$ cat src/rtl/wb_decoder_pkg.sv
// Shared types and constants for the 1:4 Wishbone address decoder.
package wb_decoder_pkg;

  typedef enum logic [1:0] {
    ST_IDLE  = 2'd0,
    ST_ISSUE = 2'd1,
    ST_RESP  = 2'd2
  } state_e;

  localparam int unsigned NUM_SLV = 4;

  localparam logic [1:0] SLV1 = 2'd0;
  localparam logic [1:0] SLV2 = 2'd1;
  localparam logic [1:0] SLV3 = 2'd2;
  localparam logic [1:0] SLV4 = 2'd3;

  localparam logic [31:0] ERR_DAT_DEFAULT = 32'hDEAD_BEEF;

endpackage

$ cat src/rtl/wb_decoder_if.sv
// Upstream Wishbone slave port plus the four downstream master ports of the decoder.
interface wb_decoder_if;
  logic        wbs_cyc_i, wbs_stb_i, wbs_we_i;
  logic [3:0]  wbs_sel_i;
  logic [31:0] wbs_adr_i, wbs_dat_i, wbs_dat_o;
  logic        wbs_ack_o, wbs_err_o;

  logic        wbm1_cyc_o, wbm1_stb_o, wbm1_we_o, wbm1_ack_i;
  logic [3:0]  wbm1_sel_o;
  logic [31:0] wbm1_adr_o, wbm1_dat_o, wbm1_dat_i;
  logic        wbm2_cyc_o, wbm2_stb_o, wbm2_we_o, wbm2_ack_i;
  logic [3:0]  wbm2_sel_o;
  logic [31:0] wbm2_adr_o, wbm2_dat_o, wbm2_dat_i;
  logic        wbm3_cyc_o, wbm3_stb_o, wbm3_we_o, wbm3_ack_i;
  logic [3:0]  wbm3_sel_o;
  logic [31:0] wbm3_adr_o, wbm3_dat_o, wbm3_dat_i;
  logic        wbm4_cyc_o, wbm4_stb_o, wbm4_we_o, wbm4_ack_i;
  logic [3:0]  wbm4_sel_o;
  logic [31:0] wbm4_adr_o, wbm4_dat_o, wbm4_dat_i;

  // Handshake: upstream request holds cyc/stb until wbs_ack_o (one cycle);
  // downstream cyc/stb stay high until the slave's ack, a timeout or an upstream abort.
  modport slave (
    input  wbs_cyc_i, wbs_stb_i, wbs_we_i, wbs_sel_i, wbs_adr_i, wbs_dat_i,
    output wbs_dat_o, wbs_ack_o, wbs_err_o,
    output wbm1_cyc_o, wbm1_stb_o, wbm1_we_o, wbm1_sel_o, wbm1_adr_o, wbm1_dat_o,
    input  wbm1_dat_i, wbm1_ack_i,
    output wbm2_cyc_o, wbm2_stb_o, wbm2_we_o, wbm2_sel_o, wbm2_adr_o, wbm2_dat_o,
    input  wbm2_dat_i, wbm2_ack_i,
    output wbm3_cyc_o, wbm3_stb_o, wbm3_we_o, wbm3_sel_o, wbm3_adr_o, wbm3_dat_o,
    input  wbm3_dat_i, wbm3_ack_i,
    output wbm4_cyc_o, wbm4_stb_o, wbm4_we_o, wbm4_sel_o, wbm4_adr_o, wbm4_dat_o,
    input  wbm4_dat_i, wbm4_ack_i
  );

  modport master (
    output wbs_cyc_i, wbs_stb_i, wbs_we_i, wbs_sel_i, wbs_adr_i, wbs_dat_i,
    input  wbs_dat_o, wbs_ack_o, wbs_err_o,
    input  wbm1_cyc_o, wbm1_stb_o, wbm1_we_o, wbm1_sel_o, wbm1_adr_o, wbm1_dat_o,
    output wbm1_dat_i, wbm1_ack_i,
    input  wbm2_cyc_o, wbm2_stb_o, wbm2_we_o, wbm2_sel_o, wbm2_adr_o, wbm2_dat_o,
    output wbm2_dat_i, wbm2_ack_i,
    input  wbm3_cyc_o, wbm3_stb_o, wbm3_we_o, wbm3_sel_o, wbm3_adr_o, wbm3_dat_o,
    output wbm3_dat_i, wbm3_ack_i,
    input  wbm4_cyc_o, wbm4_stb_o, wbm4_we_o, wbm4_sel_o, wbm4_adr_o, wbm4_dat_o,
    output wbm4_dat_i, wbm4_ack_i
  );
endinterface

$ cat src/rtl/wb_watchdog.sv
// Cycle counter for the ISSUE phase; expire_o is registered and high while count_o == TIMEOUT_CYC-1.
module wb_watchdog #(
  parameter int unsigned TIMEOUT_CYC = 255,
  localparam int TW = $clog2(TIMEOUT_CYC + 1)
) (
  input  logic          clk_i,
  input  logic          rst_i,
  input  logic          clr_i,
  input  logic          en_i,
  output logic          expire_o,
  output logic [TW-1:0] count_o
);
  localparam logic [TW-1:0] LAST = TW'(TIMEOUT_CYC - 1);

  // Counting stops at LAST, so the counter can never wrap.
  always_ff @(posedge clk_i) begin
    if (rst_i || clr_i) begin
      count_o  <= '0;
      expire_o <= (LAST == '0);
    end else if (en_i && !expire_o) begin
      count_o  <= count_o + 1'b1;
      expire_o <= ((count_o + 1'b1) == LAST);
    end
  end
endmodule

$ cat src/rtl/wb_decoder.sv
// One-to-four Wishbone decoder: registered request routing by address window, registered response,
// watchdog abort of cycles a slave never acks.
module wb_decoder
  import wb_decoder_pkg::*;
#(
  parameter logic [31:0] BASE1       = 32'h0000_0000,
  parameter logic [31:0] BASE2       = 32'h1000_0000,
  parameter logic [31:0] BASE3       = 32'h2000_0000,
  parameter logic [31:0] BASE4       = 32'h3000_0000,
  parameter logic [31:0] MASK1       = 32'hF000_0000,
  parameter logic [31:0] MASK2       = 32'hF000_0000,
  parameter logic [31:0] MASK3       = 32'hF000_0000,
  parameter logic [31:0] MASK4       = 32'hF000_0000,
  parameter int unsigned TIMEOUT_CYC = 255,
  parameter logic [31:0] ERR_DAT     = ERR_DAT_DEFAULT,
  localparam int TW = $clog2(TIMEOUT_CYC + 1)
) (
  input  logic          wb_clk_i,
  input  logic          wb_rst_i,
  wb_decoder_if.slave   bus,
  output state_e        dbg_state,
  output logic [TW-1:0] dbg_timer
);

  state_e state_q, state_d;

  logic [NUM_SLV-1:0] m_cyc, m_we, s_ack;
  logic [3:0]         m_sel [NUM_SLV];
  logic [31:0]        m_adr [NUM_SLV];
  logic [31:0]        m_dat [NUM_SLV];
  logic [31:0]        s_dat [NUM_SLV];

  logic [1:0]  cur_q;
  logic        ack_q, err_q, ack_d, err_d;
  logic [31:0] dat_q, dat_d;
  logic        start, drop, expired;
  logic [2:0]  hit;

  // {hit, index}; checked in slave order so the lowest matching window wins.
  function automatic logic [2:0] decode(input logic [31:0] adr);
    if ((adr & MASK1) == BASE1) return {1'b1, SLV1};
    if ((adr & MASK2) == BASE2) return {1'b1, SLV2};
    if ((adr & MASK3) == BASE3) return {1'b1, SLV3};
    if ((adr & MASK4) == BASE4) return {1'b1, SLV4};
    return 3'b000;
  endfunction

  wb_watchdog #(.TIMEOUT_CYC(TIMEOUT_CYC)) u_watchdog (
    .clk_i    (wb_clk_i),
    .rst_i    (wb_rst_i),
    .clr_i    (state_q != ST_ISSUE),
    .en_i     (state_q == ST_ISSUE),
    .expire_o (expired),
    .count_o  (dbg_timer)
  );

  always_ff @(posedge wb_clk_i) begin
    if (wb_rst_i) state_q <= ST_IDLE;
    else          state_q <= state_d;
  end

  always_comb begin
    state_d = state_q;
    start   = 1'b0;
    drop    = 1'b0;
    ack_d   = 1'b0;
    err_d   = 1'b0;
    dat_d   = dat_q;
    hit     = decode(bus.wbs_adr_i);
    case (state_q)
      ST_IDLE: begin
        if (bus.wbs_cyc_i && bus.wbs_stb_i) begin
          if (hit[2]) begin
            start   = 1'b1;
            state_d = ST_ISSUE;
          end else begin
            ack_d   = 1'b1;
            err_d   = 1'b1;
            dat_d   = ERR_DAT;
            state_d = ST_RESP;
          end
        end
      end
      ST_ISSUE: begin
        // Upstream abort outranks everything; an ack on the expiry cycle beats the timeout.
        if (!bus.wbs_cyc_i) begin
          drop    = 1'b1;
          state_d = ST_IDLE;
        end else if (s_ack[cur_q]) begin
          drop    = 1'b1;
          ack_d   = 1'b1;
          dat_d   = m_we[cur_q] ? 32'h0 : s_dat[cur_q];
          state_d = ST_RESP;
        end else if (expired) begin
          drop    = 1'b1;
          ack_d   = 1'b1;
          err_d   = 1'b1;
          dat_d   = ERR_DAT;
          state_d = ST_RESP;
        end
      end
      ST_RESP: state_d = ST_IDLE;
      default: state_d = ST_IDLE;
    endcase
  end

  always_ff @(posedge wb_clk_i) begin
    if (wb_rst_i) begin
      cur_q <= '0;
      m_cyc <= '0;
      m_we  <= '0;
      ack_q <= 1'b0;
      err_q <= 1'b0;
      dat_q <= '0;
      for (int n = 0; n < NUM_SLV; n++) begin
        m_sel[n] <= '0;
        m_adr[n] <= '0;
        m_dat[n] <= '0;
      end
    end else begin
      ack_q <= ack_d;
      err_q <= err_d;
      dat_q <= dat_d;
      if (drop) m_cyc <= '0;
      if (start) begin
        cur_q           <= hit[1:0];
        m_cyc           <= 4'b0001 << hit[1:0];
        m_we[hit[1:0]]  <= bus.wbs_we_i;
        m_sel[hit[1:0]] <= bus.wbs_sel_i;
        m_adr[hit[1:0]] <= bus.wbs_adr_i;
        m_dat[hit[1:0]] <= bus.wbs_dat_i;
      end
    end
  end

  assign dbg_state     = state_q;
  assign bus.wbs_ack_o = ack_q;
  assign bus.wbs_err_o = err_q;
  assign bus.wbs_dat_o = dat_q;

  assign s_ack = {bus.wbm4_ack_i, bus.wbm3_ack_i, bus.wbm2_ack_i, bus.wbm1_ack_i};
  assign s_dat[0] = bus.wbm1_dat_i;
  assign s_dat[1] = bus.wbm2_dat_i;
  assign s_dat[2] = bus.wbm3_dat_i;
  assign s_dat[3] = bus.wbm4_dat_i;

  // stb mirrors cyc: only single classic cycles are issued downstream.
  assign bus.wbm1_cyc_o = m_cyc[0];
  assign bus.wbm1_stb_o = m_cyc[0];
  assign bus.wbm1_we_o  = m_we[0];
  assign bus.wbm1_sel_o = m_sel[0];
  assign bus.wbm1_adr_o = m_adr[0];
  assign bus.wbm1_dat_o = m_dat[0];
  assign bus.wbm2_cyc_o = m_cyc[1];
  assign bus.wbm2_stb_o = m_cyc[1];
  assign bus.wbm2_we_o  = m_we[1];
  assign bus.wbm2_sel_o = m_sel[1];
  assign bus.wbm2_adr_o = m_adr[1];
  assign bus.wbm2_dat_o = m_dat[1];
  assign bus.wbm3_cyc_o = m_cyc[2];
  assign bus.wbm3_stb_o = m_cyc[2];
  assign bus.wbm3_we_o  = m_we[2];
  assign bus.wbm3_sel_o = m_sel[2];
  assign bus.wbm3_adr_o = m_adr[2];
  assign bus.wbm3_dat_o = m_dat[2];
  assign bus.wbm4_cyc_o = m_cyc[3];
  assign bus.wbm4_stb_o = m_cyc[3];
  assign bus.wbm4_we_o  = m_we[3];
  assign bus.wbm4_sel_o = m_sel[3];
  assign bus.wbm4_adr_o = m_adr[3];
  assign bus.wbm4_dat_o = m_dat[3];

endmodule

$ cat src/flat_wrapper.sv
// flat-port wrapper written by rule: the top's interface ports become plain ports
module wb_decoder_flat import wb_decoder_pkg::*;
#(
  parameter logic [31:0] BASE1       = 32'h0000_0000,
  parameter logic [31:0] BASE2       = 32'h1000_0000,
  parameter logic [31:0] BASE3       = 32'h2000_0000,
  parameter logic [31:0] BASE4       = 32'h3000_0000,
  parameter logic [31:0] MASK1       = 32'hF000_0000,
  parameter logic [31:0] MASK2       = 32'hF000_0000,
  parameter logic [31:0] MASK3       = 32'hF000_0000,
  parameter logic [31:0] MASK4       = 32'hF000_0000,
  parameter int unsigned TIMEOUT_CYC = 255,
  parameter logic [31:0] ERR_DAT     = ERR_DAT_DEFAULT,
  localparam int TW = $clog2(TIMEOUT_CYC + 1)
)
  (wb_clk_i, wb_rst_i, dbg_state, dbg_timer, bus_wbs_cyc_i, bus_wbs_stb_i, bus_wbs_we_i, bus_wbs_sel_i, bus_wbs_adr_i, bus_wbs_dat_i, bus_wbs_dat_o, bus_wbs_ack_o, bus_wbs_err_o, bus_wbm1_cyc_o, bus_wbm1_stb_o, bus_wbm1_we_o, bus_wbm1_sel_o, bus_wbm1_adr_o, bus_wbm1_dat_o, bus_wbm1_dat_i, bus_wbm1_ack_i, bus_wbm2_cyc_o, bus_wbm2_stb_o, bus_wbm2_we_o, bus_wbm2_sel_o, bus_wbm2_adr_o, bus_wbm2_dat_o, bus_wbm2_dat_i, bus_wbm2_ack_i, bus_wbm3_cyc_o, bus_wbm3_stb_o, bus_wbm3_we_o, bus_wbm3_sel_o, bus_wbm3_adr_o, bus_wbm3_dat_o, bus_wbm3_dat_i, bus_wbm3_ack_i, bus_wbm4_cyc_o, bus_wbm4_stb_o, bus_wbm4_we_o, bus_wbm4_sel_o, bus_wbm4_adr_o, bus_wbm4_dat_o, bus_wbm4_dat_i, bus_wbm4_ack_i);
  wb_decoder_if bus_i ();
  input  logic wb_clk_i;
  input  logic wb_rst_i;
  output state_e dbg_state;
  output logic [TW-1:0] dbg_timer;
  input wire logic [$bits(bus_i.wbs_cyc_i)-1:0] bus_wbs_cyc_i;
  input wire logic [$bits(bus_i.wbs_stb_i)-1:0] bus_wbs_stb_i;
  input wire logic [$bits(bus_i.wbs_we_i)-1:0] bus_wbs_we_i;
  input wire logic [$bits(bus_i.wbs_sel_i)-1:0] bus_wbs_sel_i;
  input wire logic [$bits(bus_i.wbs_adr_i)-1:0] bus_wbs_adr_i;
  input wire logic [$bits(bus_i.wbs_dat_i)-1:0] bus_wbs_dat_i;
  output wire logic [$bits(bus_i.wbs_dat_o)-1:0] bus_wbs_dat_o;
  output wire logic [$bits(bus_i.wbs_ack_o)-1:0] bus_wbs_ack_o;
  output wire logic [$bits(bus_i.wbs_err_o)-1:0] bus_wbs_err_o;
  output wire logic [$bits(bus_i.wbm1_cyc_o)-1:0] bus_wbm1_cyc_o;
  output wire logic [$bits(bus_i.wbm1_stb_o)-1:0] bus_wbm1_stb_o;
  output wire logic [$bits(bus_i.wbm1_we_o)-1:0] bus_wbm1_we_o;
  output wire logic [$bits(bus_i.wbm1_sel_o)-1:0] bus_wbm1_sel_o;
  output wire logic [$bits(bus_i.wbm1_adr_o)-1:0] bus_wbm1_adr_o;
  output wire logic [$bits(bus_i.wbm1_dat_o)-1:0] bus_wbm1_dat_o;
  input wire logic [$bits(bus_i.wbm1_dat_i)-1:0] bus_wbm1_dat_i;
  input wire logic [$bits(bus_i.wbm1_ack_i)-1:0] bus_wbm1_ack_i;
  output wire logic [$bits(bus_i.wbm2_cyc_o)-1:0] bus_wbm2_cyc_o;
  output wire logic [$bits(bus_i.wbm2_stb_o)-1:0] bus_wbm2_stb_o;
  output wire logic [$bits(bus_i.wbm2_we_o)-1:0] bus_wbm2_we_o;
  output wire logic [$bits(bus_i.wbm2_sel_o)-1:0] bus_wbm2_sel_o;
  output wire logic [$bits(bus_i.wbm2_adr_o)-1:0] bus_wbm2_adr_o;
  output wire logic [$bits(bus_i.wbm2_dat_o)-1:0] bus_wbm2_dat_o;
  input wire logic [$bits(bus_i.wbm2_dat_i)-1:0] bus_wbm2_dat_i;
  input wire logic [$bits(bus_i.wbm2_ack_i)-1:0] bus_wbm2_ack_i;
  output wire logic [$bits(bus_i.wbm3_cyc_o)-1:0] bus_wbm3_cyc_o;
  output wire logic [$bits(bus_i.wbm3_stb_o)-1:0] bus_wbm3_stb_o;
  output wire logic [$bits(bus_i.wbm3_we_o)-1:0] bus_wbm3_we_o;
  output wire logic [$bits(bus_i.wbm3_sel_o)-1:0] bus_wbm3_sel_o;
  output wire logic [$bits(bus_i.wbm3_adr_o)-1:0] bus_wbm3_adr_o;
  output wire logic [$bits(bus_i.wbm3_dat_o)-1:0] bus_wbm3_dat_o;
  input wire logic [$bits(bus_i.wbm3_dat_i)-1:0] bus_wbm3_dat_i;
  input wire logic [$bits(bus_i.wbm3_ack_i)-1:0] bus_wbm3_ack_i;
  output wire logic [$bits(bus_i.wbm4_cyc_o)-1:0] bus_wbm4_cyc_o;
  output wire logic [$bits(bus_i.wbm4_stb_o)-1:0] bus_wbm4_stb_o;
  output wire logic [$bits(bus_i.wbm4_we_o)-1:0] bus_wbm4_we_o;
  output wire logic [$bits(bus_i.wbm4_sel_o)-1:0] bus_wbm4_sel_o;
  output wire logic [$bits(bus_i.wbm4_adr_o)-1:0] bus_wbm4_adr_o;
  output wire logic [$bits(bus_i.wbm4_dat_o)-1:0] bus_wbm4_dat_o;
  input wire logic [$bits(bus_i.wbm4_dat_i)-1:0] bus_wbm4_dat_i;
  input wire logic [$bits(bus_i.wbm4_ack_i)-1:0] bus_wbm4_ack_i;
  assign bus_i.wbs_cyc_i = bus_wbs_cyc_i;
  assign bus_i.wbs_stb_i = bus_wbs_stb_i;
  assign bus_i.wbs_we_i = bus_wbs_we_i;
  assign bus_i.wbs_sel_i = bus_wbs_sel_i;
  assign bus_i.wbs_adr_i = bus_wbs_adr_i;
  assign bus_i.wbs_dat_i = bus_wbs_dat_i;
  assign bus_wbs_dat_o = bus_i.wbs_dat_o;
  assign bus_wbs_ack_o = bus_i.wbs_ack_o;
  assign bus_wbs_err_o = bus_i.wbs_err_o;
  assign bus_wbm1_cyc_o = bus_i.wbm1_cyc_o;
  assign bus_wbm1_stb_o = bus_i.wbm1_stb_o;
  assign bus_wbm1_we_o = bus_i.wbm1_we_o;
  assign bus_wbm1_sel_o = bus_i.wbm1_sel_o;
  assign bus_wbm1_adr_o = bus_i.wbm1_adr_o;
  assign bus_wbm1_dat_o = bus_i.wbm1_dat_o;
  assign bus_i.wbm1_dat_i = bus_wbm1_dat_i;
  assign bus_i.wbm1_ack_i = bus_wbm1_ack_i;
  assign bus_wbm2_cyc_o = bus_i.wbm2_cyc_o;
  assign bus_wbm2_stb_o = bus_i.wbm2_stb_o;
  assign bus_wbm2_we_o = bus_i.wbm2_we_o;
  assign bus_wbm2_sel_o = bus_i.wbm2_sel_o;
  assign bus_wbm2_adr_o = bus_i.wbm2_adr_o;
  assign bus_wbm2_dat_o = bus_i.wbm2_dat_o;
  assign bus_i.wbm2_dat_i = bus_wbm2_dat_i;
  assign bus_i.wbm2_ack_i = bus_wbm2_ack_i;
  assign bus_wbm3_cyc_o = bus_i.wbm3_cyc_o;
  assign bus_wbm3_stb_o = bus_i.wbm3_stb_o;
  assign bus_wbm3_we_o = bus_i.wbm3_we_o;
  assign bus_wbm3_sel_o = bus_i.wbm3_sel_o;
  assign bus_wbm3_adr_o = bus_i.wbm3_adr_o;
  assign bus_wbm3_dat_o = bus_i.wbm3_dat_o;
  assign bus_i.wbm3_dat_i = bus_wbm3_dat_i;
  assign bus_i.wbm3_ack_i = bus_wbm3_ack_i;
  assign bus_wbm4_cyc_o = bus_i.wbm4_cyc_o;
  assign bus_wbm4_stb_o = bus_i.wbm4_stb_o;
  assign bus_wbm4_we_o = bus_i.wbm4_we_o;
  assign bus_wbm4_sel_o = bus_i.wbm4_sel_o;
  assign bus_wbm4_adr_o = bus_i.wbm4_adr_o;
  assign bus_wbm4_dat_o = bus_i.wbm4_dat_o;
  assign bus_i.wbm4_dat_i = bus_wbm4_dat_i;
  assign bus_i.wbm4_ack_i = bus_wbm4_ack_i;
  wb_decoder #(.BASE1(BASE1), .BASE2(BASE2), .BASE3(BASE3), .BASE4(BASE4), .MASK1(MASK1), .MASK2(MASK2), .MASK3(MASK3), .MASK4(MASK4), .TIMEOUT_CYC(TIMEOUT_CYC), .ERR_DAT(ERR_DAT)) u_core (.wb_clk_i(wb_clk_i), .wb_rst_i(wb_rst_i), .bus(bus_i), .dbg_state(dbg_state), .dbg_timer(dbg_timer));
endmodule
$ cat config.mk
export PLATFORM = sky130hd
export DESIGN_NAME = wb_decoder_flat
export DESIGN_NICKNAME = d
export VERILOG_FILES = /design/src/rtl/wb_decoder_pkg.sv /design/src/rtl/wb_decoder_if.sv /design/src/rtl/wb_watchdog.sv /design/src/rtl/wb_decoder.sv /design/src/flat_wrapper.sv
export SDC_FILE = /design/constraint.sdc
export NUM_CORES = 1
export LEC_CHECK = 0
export ABC_CLOCK_PERIOD_IN_PS = 3900
export CAP_MARGIN = 0
export CORE_AREA = 4 4 206 208
export DETAILED_ROUTE_END_ITERATION = 6
export DIE_AREA = 0 0 210 212
export GPL_TIMING_DRIVEN = 0
export PLACE_DENSITY = 0.63
export SYNTH_ARGS = -nofsm -noshare
export SYNTH_HDL_FRONTEND = slang
export SYNTH_SLANG_ARGS = --single-unit
$ cat constraint.sdc
create_clock -name wb_clk_i -period 3.9 [get_ports wb_clk_i]
set_input_delay 0.78 -clock wb_clk_i [delete_from_list [all_inputs] [get_ports wb_clk_i]]
set_output_delay 0.78 -clock wb_clk_i [all_outputs]
set_load 0.01 [all_outputs]
==> flow_summary.ini, run 1 <==
[outcome]
status = finished, final reports clean

[global_routing]
met2_usage = 0.358
antenna_found_initial = 4
overflow = 0
use_met1 = 0.205
grt.total_usage = 0.191
grtUsageMet3 = 0.0536
grt_pass1_wl_mm = 63.1
first_global_vias = 9696
grt-busiest-layer = met2
grt_max_degree = 50

[critical_path]
path_delay_family = buffers and inverters
critical_path_class = in2reg
r2r_setup_slack_ps = 1120
critPathCaptureType = register
critPathLaunchType = input pin
critPathMaxStageDelay_ps = 540
crit_chain = clkdlybuf4s50_1, nor4bb_1, buf_4, and3_4, and4b_1, buf_6, or2_4, buf_16
worstPathArrival_ps = 3330
slowest_stage = clkdlybuf4s50_1
critPathRequiredTime_ps = 4080
worst-path-buf-inv = 4
worstPathMaxFanout = 47

[clock_tree]
cts_resized = 0
clk_latency_ps = 510
htreeDepth = 2
holdBufCountCts = 0
cts_setup_buffers = 0
cts_buffers = 36
clock_sinks = 327
root_buffer = clkbuf_16
clk_pin_slew_worst_paths_ps = 60
clk_path_buf_depth = 3
cts_tree = built

[timing]
skew_ps = 7.95
final-max-slew-violation-count = 0
max_freq_mhz = 317
hold_violations = 0
setup_viol = 0
rsz0062_at_grt = no
tightestPinTransition_ps = 926
final.period_utilization = 0.810
relSlewSlack = 0.382
period_minus_slack_ps = 3160

[power_and_ir_drop]
pwr-share-seq = 0.493
p_sw_frac = 0.215
powerDensity_mw_per_mm2 = 391
clkPwrFrac = 0.405
cellLeakagePower_nw = 7.58
peakVddDrop_mv = 0.222
p_int_mw = 6.30
p_total_mw = 8.02
p_sw_mw = 1.72
power_frac_comb = 0.102

[finish]
fin_area_mm2 = 0.0205
finalNonFillerCells = 2019
drive_gt1_frac = 0.0896
areaGrowthSynthToFinish_pct = 55.2
final_cell_mix = clkdlybuf4s50_1 (532), edfxtp_1 (272), and2_1 (258)
final_common_cell = clkdlybuf4s50_1
nNetsFinal = 1666

[synth]
avgSynthCellArea_um2 = 15.1
syn_area_mm2 = 0.0132
async_flop_share = 0
synth.top_cell.area_share = 0.618
synth_area_leaders = edfxtp_1 (62%), and2_1 (12%), dfxtp_1 (8.3%)
ys_seq_elements = 327
yosysWarnings = 0
synth_top_cell_by_area = edfxtp_1
yosys.cell_types.count = 48
synth-edff-count = 272
synthCells = 874
ys_seq_area_frac = 0.701
synthFlopType = edfxtp_1

[floorplan]
ios = 533
core_area_mm2 = 0.0406
die_w_um = 210
rows = 74
die_area_mm2 = 0.0445
die_y_um = 212
start_util = 0.326

[detailed_routing]
postRouteAntennaNets = 0
drc = 0
initialDrtViolationCount = 535
drtPass1Iterations = 4
drt_wl_total_mm = 44.7
vias = 9271
via_per_inst = 4.59
avgRoutedWirePerCell_um = 22.1

[placement]
finalWeightedCongestion = 0.795
placed_cell_area_mm2 = 0.0194
post-dp-hpwl_mm = 34.4
place_inst = 1953
numPortBuffers = 532

[worst_hold_path]
hold_class = reg2reg

[job]
cap_violations = 0
power groups by stage:
stage	clock, mW	combinational [mW]	sequential (mW)
floorplan	0	0.158	4.09
global route	3.47	0.863	3.96
global placement	0	0.809	4.04
detailed placement	0	0.831	4.03
finish	3.25	0.817	3.95
CTS	3.32	0.834	3.95
per-stage QoR:
step	util	hold slack, ps	setup TNS, ps	worst slack, ps
final	0.506	473	0	741
after global routing	0.506	491	0	589
after CTS	0.506	477	0	724
after detailed placement	0.478	465	0	183
after global placement	0.475	459	-307930	-1360
after floorplan	-	490	0	551
synthesized netlist by cell type (2+ instances only):
| library cell | count |
|---|---|
| a21oi_1 | 4 |
| a221oi_1 | 24 |
| a31o_2 | 8 |
| and2_1 | 258 |
| and3_1 | 2 |
| and4_1 | 9 |
| and4b_1 | 3 |
| buf_2 | 7 |
| buf_4 | 9 |
| buf_6 | 12 |
| clkbuf_1 | 28 |
| clkbuf_2 | 3 |
| dfxtp_1 | 55 |
| edfxtp_1 | 272 |
| ha_1 | 2 |
| inv_1 | 28 |
| mux2i_1 | 8 |
| mux4_2 | 33 |
| nand2_1 | 32 |
| nand2b_1 | 2 |
| nand3_1 | 14 |
| nand3b_1 | 2 |
| nand4b_1 | 2 |
| nor2_1 | 16 |
| nor2b_1 | 5 |
| nor3_1 | 4 |
| o21bai_1 | 3 |
| o22ai_1 | 2 |
| xnor2_1 | 2 |
| xor2_1 | 7 |
area by class of cell:
| class | instances | area, um2 |
|---|---|---|
| fill | 3536 | 20000 |
| sequential | 327 | 9270 |
| timing repair buffer | 536 | 5440 |
| multi-input combinational | 470 | 3550 |
| clock buffer | 50 | 998 |
| tap | 532 | 666 |
| buffer | 60 | 362 |
| clock inverter | 13 | 120 |
| inverter | 28 | 105 |
| antenna | 3 | 7.51 |
flip-flops by register name, indices dropped and copies added, names as in the netlist:
signal	cells
u_core.m_cyc	4
u_core.m_sel	16
u_core.bus.wbs_ack_o	1
u_core.bus.wbs_err_o	1
u_core.bus.wbs_dat_o	32
u_core.dbg_state	2
u_core.m_adr	128
u_core.m_dat	128
u_core.u_watchdog.count_o	8
u_core.u_watchdog.expire_o	1
u_core.m_we	4
u_core.cur_q	2
logic make-up after synthesis:
kind of cell	Yosys count	synth area share
adders and majority gates	2	0.00189
muxes	42	0.0631
and+or+nand+nor	356	0.162
xor gates and xnor gates	9	0.00596
buffers and inverters	88	0.0353
other	1	0.000284
AOI/OAI and AO/OA	49	0.0303
DFF	327	0.701
final timing paths:
path / start / to / depth (start not counted)
max: bus_wbs_cyc_i / u_core.m_adr[1][25] / 8
min: u_core.bus.wbs_dat_o[26] / u_core.bus.wbs_dat_o[26] / 2
max reg2reg: u_core.dbg_state[0] / u_core.m_adr[1][25] / 7
min reg2reg: u_core.bus.wbs_dat_o[26] / u_core.bus.wbs_dat_o[26] / 2
worst min-delay path: cells and delay by family (launching register included):
| family | cells | cell delay (ps) |
|---|---|---|
| buffers and inverters | 1 | 50 |
| AO/OA/AOI/OAI | 1 | 60 |
| flip-flops | 1 | 310 |
routing by layer:
layer	part of all wire	up-vias	wire (um)
met5	0	-	0
met4	0.035	0	1550
met3	0.081	71	3630
met2	0.53	427	23500
met1	0.36	4470	16000
li1	-	4303	-
Note: power is estimated with default switching activity, not from simulation.
==> run 2, diff against run 1 <==
--- a/config.mk
+++ b/config.mk
@@ -5,13 +5,13 @@
 export SDC_FILE = /design/constraint.sdc
 export NUM_CORES = 1
 export LEC_CHECK = 0
-export ABC_CLOCK_PERIOD_IN_PS = 3900
+export ABC_CLOCK_PERIOD_IN_PS = 2830
 export CAP_MARGIN = 0
-export CORE_AREA = 4 4 206 208
+export CORE_AREA = 4 4 207 209
 export DETAILED_ROUTE_END_ITERATION = 6
-export DIE_AREA = 0 0 210 212
+export DIE_AREA = 0 0 211 213
 export GPL_TIMING_DRIVEN = 0
-export PLACE_DENSITY = 0.63
+export PLACE_DENSITY = 0.65
 export SYNTH_ARGS = -nofsm -noshare
 export SYNTH_HDL_FRONTEND = slang
 export SYNTH_SLANG_ARGS = --single-unit
==> constraint.sdc (replaced) <==
create_clock -name wb_clk_i -period 2.83 [get_ports wb_clk_i]
set_input_delay 0.566 -clock wb_clk_i [delete_from_list [all_inputs] [get_ports wb_clk_i]]
set_output_delay 0.566 -clock wb_clk_i [all_outputs]
set_load 0.01 [all_outputs]
==> flow_summary.ini, run 2 (synthesis gave the netlist of run 1 again) <==
[critical_path]
critPathMaxStageDelay_ps = 470
worst-path-buf-inv = 3
slowest_stage = clkdlybuf4s50_1
r2r_setup_slack_ps = 350
crit_chain = clkdlybuf4s50_1, nor2_1, clkbuf_1, nand4_1, nand2_4, buf_16
critPathLaunchType = input pin
critical_path_class = in2reg
worstReg2RegStart = u_core.dbg_state[0]
worstPathArrival_ps = 2850
critPathCaptureType = register
worstPathMaxFanout = 47
rr_worst_depth = 6
path_delay_family = buffers and inverters
critPathRequiredTime_ps = 3020
r2r-end = u_core.m_dat[1][15]

[timing]
rsz0062_at_grt = no
tightestPinTransition_ps = 971
max_freq_mhz = 376
hold_violations = 0
setup_viol = 0
setup_ws_ps = 169
period_minus_slack_ps = 2660
final.period_utilization = 0.940
final-max-slew-violation-count = 0
skew_ps = 26.0
finalSetupTns_ps = 0
relSlewSlack = 0.353

[detailed_routing]
vias = 9407
avgRoutedWirePerCell_um = 22.6
postRouteAntennaNets = 0
drc = 0
drt_wl_total_mm = 45.7
initialDrtViolationCount = 423
drtPass1Iterations = 6
via_per_inst = 4.65

[clock_tree]
cts_buffers = 36
root_buffer = clkbuf_16
clk_path_buf_depth = 3
cts_tree = built
htreeDepth = 2
clk_latency_ps = 530
cts_setup_buffers = 0
holdBufCountCts = 0
clock_sinks = 327
clk_pin_slew_worst_paths_ps = 60

[finish]
final_cell_mix = clkdlybuf4s50_1 (532), edfxtp_1 (272), and2_1 (258)
nNetsFinal = 1668
final_common_cell = clkdlybuf4s50_1
final_core_util = 0.502
finalNonFillerCells = 2022
drive_gt1_frac = 0.0927
areaGrowthSynthToFinish_pct = 55.1

[power_and_ir_drop]
p_total_mw = 11.1
cellLeakagePower_nw = 7.59
peakVddDrop_mv = 0.311
powerDensity_mw_per_mm2 = 540

[floorplan]
ios = 533
die_w_um = 211
die_y_um = 213
rows = 74
die_area_mm2 = 0.0449
core_area_mm2 = 0.0408
start_util = 0.324

[placement]
dp_slack_ps = -913
finalWeightedCongestion = 0.809
post-dp-hpwl_mm = 34.1
numPortBuffers = 532
place_inst = 1952

[global_routing]
grt_max_degree = 48
first_global_vias = 9984
grt_pass1_wl_mm = 64.5
grt.total_usage = 0.193
antenna_found_initial = 5
overflow = 0

[outcome]
status = finished, final reports clean

[worst_hold_path]
min_from = u_core.bus.wbs_dat_o[26]
hold_path_end = u_core.bus.wbs_dat_o[26]
hold_class = reg2reg
min_path_cells = 2

[job]
cap_violations = 0
==> run 2: cell types whose count changed in the layout (fill, tap and decap cells not counted), sizes merged <==
| cell | delta |
|---|---|
| clkinv | +6 |
| clkbuf | -5 |
| or2 | +3 |
| buf | -1 |
| diode | -1 |
| inv | +1 |
==> run 2: layer usage <==
metal  up-vias  track usage  share of wire
met5         -            0        0.00042
met4         2       0.0718          0.035
met1      4560        0.212           0.36
li1       4309            -              -
met3        75       0.0502          0.077
met2       461        0.359           0.53
==> run 2: stage by stage <==
stage | area [um2] | hold WS [ps]
after global routing | 20500 | 497
after CTS | 20500 | 475
after global placement | 19300 | 457
after floorplan | 13300 | 490
final | 20500 | 471
after detailed placement | 19400 | 466
==> run 2: worst max path at each step <==
stage / from / end / cells past startpoint
3_5_place_dp: bus_wbs_cyc_i / u_core.m_adr[1][2] / 7
6_report: bus_wbs_adr_i[31] / u_core.m_adr[3][2] / 6
2_1_floorplan: bus_wbs_stb_i / u_core.m_adr[1][0] / 6
3_3_place_gp: bus_wbs_adr_i[30] / u_core.m_adr[3][2] / 5
5_1_grt: bus_wbs_adr_i[31] / u_core.m_dat[3][26] / 6
4_1_cts: bus_wbs_cyc_i / u_core.m_adr[1][20] / 7
==> run 2: power breakdown <==
group          switching (mW)  leakage, nW  internal, mW  total [mW]
sequential             0.0671         3.28          5.38        5.45
clock                    1.93        0.550          2.57        4.50
combinational           0.484         3.76         0.648        1.13
==> run 2: final cells by class <==
type / count / area (um2)
well taps: 532 / 666
flip-flops and latches: 327 / 9270
plain buffers: 60 / 363
clock inverters: 20 / 180
multi-input cells: 473 / 3570
clock buffers: 45 / 937
inverters: 28 / 105
diodes: 2 / 5.00
repair buffers: 535 / 5410
fillers: 3551 / 20300
==> run 2: worst reg2reg max path, stage by stage (launching register included) <==
cell and delay [ps]:
dfxtp_1 380, nor4bb_1 280, buf_4 210, and3_4 230, and4b_1 330, buf_6 240
or2_2 470
==> run 2: timing repair <==
item,4_1_cts,5_1_grt
gates cloned,1,2
gates resized for setup,2,1
setup endpoints to repair,78,68
==> run 3, diff against run 2 <==
--- a/config.mk
+++ b/config.mk
@@ -7,11 +7,12 @@
 export LEC_CHECK = 0
 export ABC_CLOCK_PERIOD_IN_PS = 2830
 export CAP_MARGIN = 0
-export CORE_AREA = 4 4 207 209
+export CORE_ASPECT_RATIO = 0.9
+export CORE_MARGIN = 4
+export CORE_UTILIZATION = 30
 export DETAILED_ROUTE_END_ITERATION = 6
-export DIE_AREA = 0 0 211 213
-export GPL_TIMING_DRIVEN = 0
-export PLACE_DENSITY = 0.65
+export GPL_TIMING_DRIVEN = 1
+export PLACE_DENSITY = 0.61
 export SYNTH_ARGS = -nofsm -noshare
 export SYNTH_HDL_FRONTEND = slang
 export SYNTH_SLANG_ARGS = --single-unit
==> flow_summary.ini, run 3 (synthesis gave the netlist of run 1 again) <==
[outcome]
status = finished, final reports clean

[detailed_routing]
drtPass1Iterations = 4
drt_wl_total_mm = 42.7
drc = 0
initialDrtViolationCount = 493
via_per_inst = 4.56
postRouteAntennaNets = 0
vias = 9163
avgRoutedWirePerCell_um = 21.3

[clock_tree]
htreeDepth = 2
clk_path_buf_depth = 3
cts_buffers = 38
root_buffer = clkbuf_16
cts_tree = built
holdBufCountCts = 0
cts_resized = 0
cts_setup_buffers = 0
clk_pin_slew_worst_paths_ps = 60
clk_latency_ps = 540
clock_sinks = 327

[placement]
placed_cell_area_mm2 = 0.0193
finalWeightedCongestion = 0.840
place_inst = 1940
numPortBuffers = 532
post-dp-hpwl_mm = 32.1
dp_slack_ps = -25.9

[power_and_ir_drop]
peakVddDrop_mv = 0.364
p_total_mw = 11.7
powerDensity_mw_per_mm2 = 568
cellLeakagePower_nw = 7.60

[finish]
num-fill-cells = 3828
final_common_cell = clkdlybuf4s50_1
antenna_cells = 0
final_cell_mix = clkdlybuf4s50_1 (532), edfxtp_1 (272), and2_1 (258)
final_core_util = 0.477
nNetsFinal = 1632
fin_area_mm2 = 0.0206
drive_gt1_frac = 0.0929
areaGrowthSynthToFinish_pct = 56.0
finalNonFillerCells = 2008

[global_routing]
grt.total_usage = 0.176
grt_max_degree = 48
grt_pass1_wl_mm = 63.6
antenna_found_initial = 3
overflow = 0
first_global_vias = 9703

[floorplan]
start_util = 0.306
ios = 533
die_w_um = 229
die_y_um = 207
rows = 72
core_area_mm2 = 0.0432
die_area_mm2 = 0.0475

[timing]
setup_viol = 0
setup_ws_ps = 524
skew_ps = 14.9
rsz0062_at_grt = no
final-max-slew-violation-count = 0
final.period_utilization = 0.815
hold_violations = 0
hold_ws_ps = 467
relSlewSlack = 0.160
max_freq_mhz = 434
period_minus_slack_ps = 2310
tightestPinTransition_ps = 1250
finalSetupTns_ps = 0

[job]
cap_violations = 0

[critical_path]
worstPathArrival_ps = 2790
critical_path_class = in2reg
critPathRequiredTime_ps = 3310
critPathLaunchType = input pin
worstPathMaxFanout = 32
critPathCaptureType = register
rr_worst_depth = 5

[worst_hold_path]
min_path_cells = 2
hold_class = reg2reg
==> run 3: cell type report <==
cell class,instances,area [um2],share of cell area
Inverter,28,105,0.00510
Multi-Input combinational cell,470,3560,0.172
Timing Repair Buffer,560,5700,0.276
Sequential cell,327,9270,0.449
Clock buffer,49,1010,0.0491
Tap cell,555,694,0.0337
Clock inverter,19,287,0.0139
==> run 3: routing by layer <==
metal	GRT usage	vias to the layer above	wire length, um
met5	0	-	41
met4	0.0514	6	845
met3	0.0495	52	3150
met2	0.325	406	22600
met1	0.196	4464	16100
li1	-	4235	-
==> run 3: final timing paths <==
| check | from | slack, ps | endpoint |
|---|---|---|---|
| min | u_core.bus.wbs_dat_o[28] | 470 | u_core.bus.wbs_dat_o[28] |
| max | bus_wbm2_ack_i | 520 | u_core.bus.wbs_dat_o[29] |
| max reg2reg | u_core.cur_q[0] | 610 | u_core.bus.wbs_dat_o[27] |
| min reg2reg | u_core.bus.wbs_dat_o[28] | 470 | u_core.bus.wbs_dat_o[28] |
==> run 3: worst max-delay path, cell delays in order <==
cell	delay, ps
clkdlybuf4s50_1	480
mux4_2	280
nor2b_2	1000
and4_1	350
a31o_2	100
==> run 3: power breakdown <==
| part | internal (mW) | total, mW | switching [mW] |
|---|---|---|---|
| Clock | 3.18 | 5.13 | 1.94 |
| Combinational | 0.655 | 1.13 | 0.476 |
| Sequential | 5.38 | 5.44 | 0.0652 |
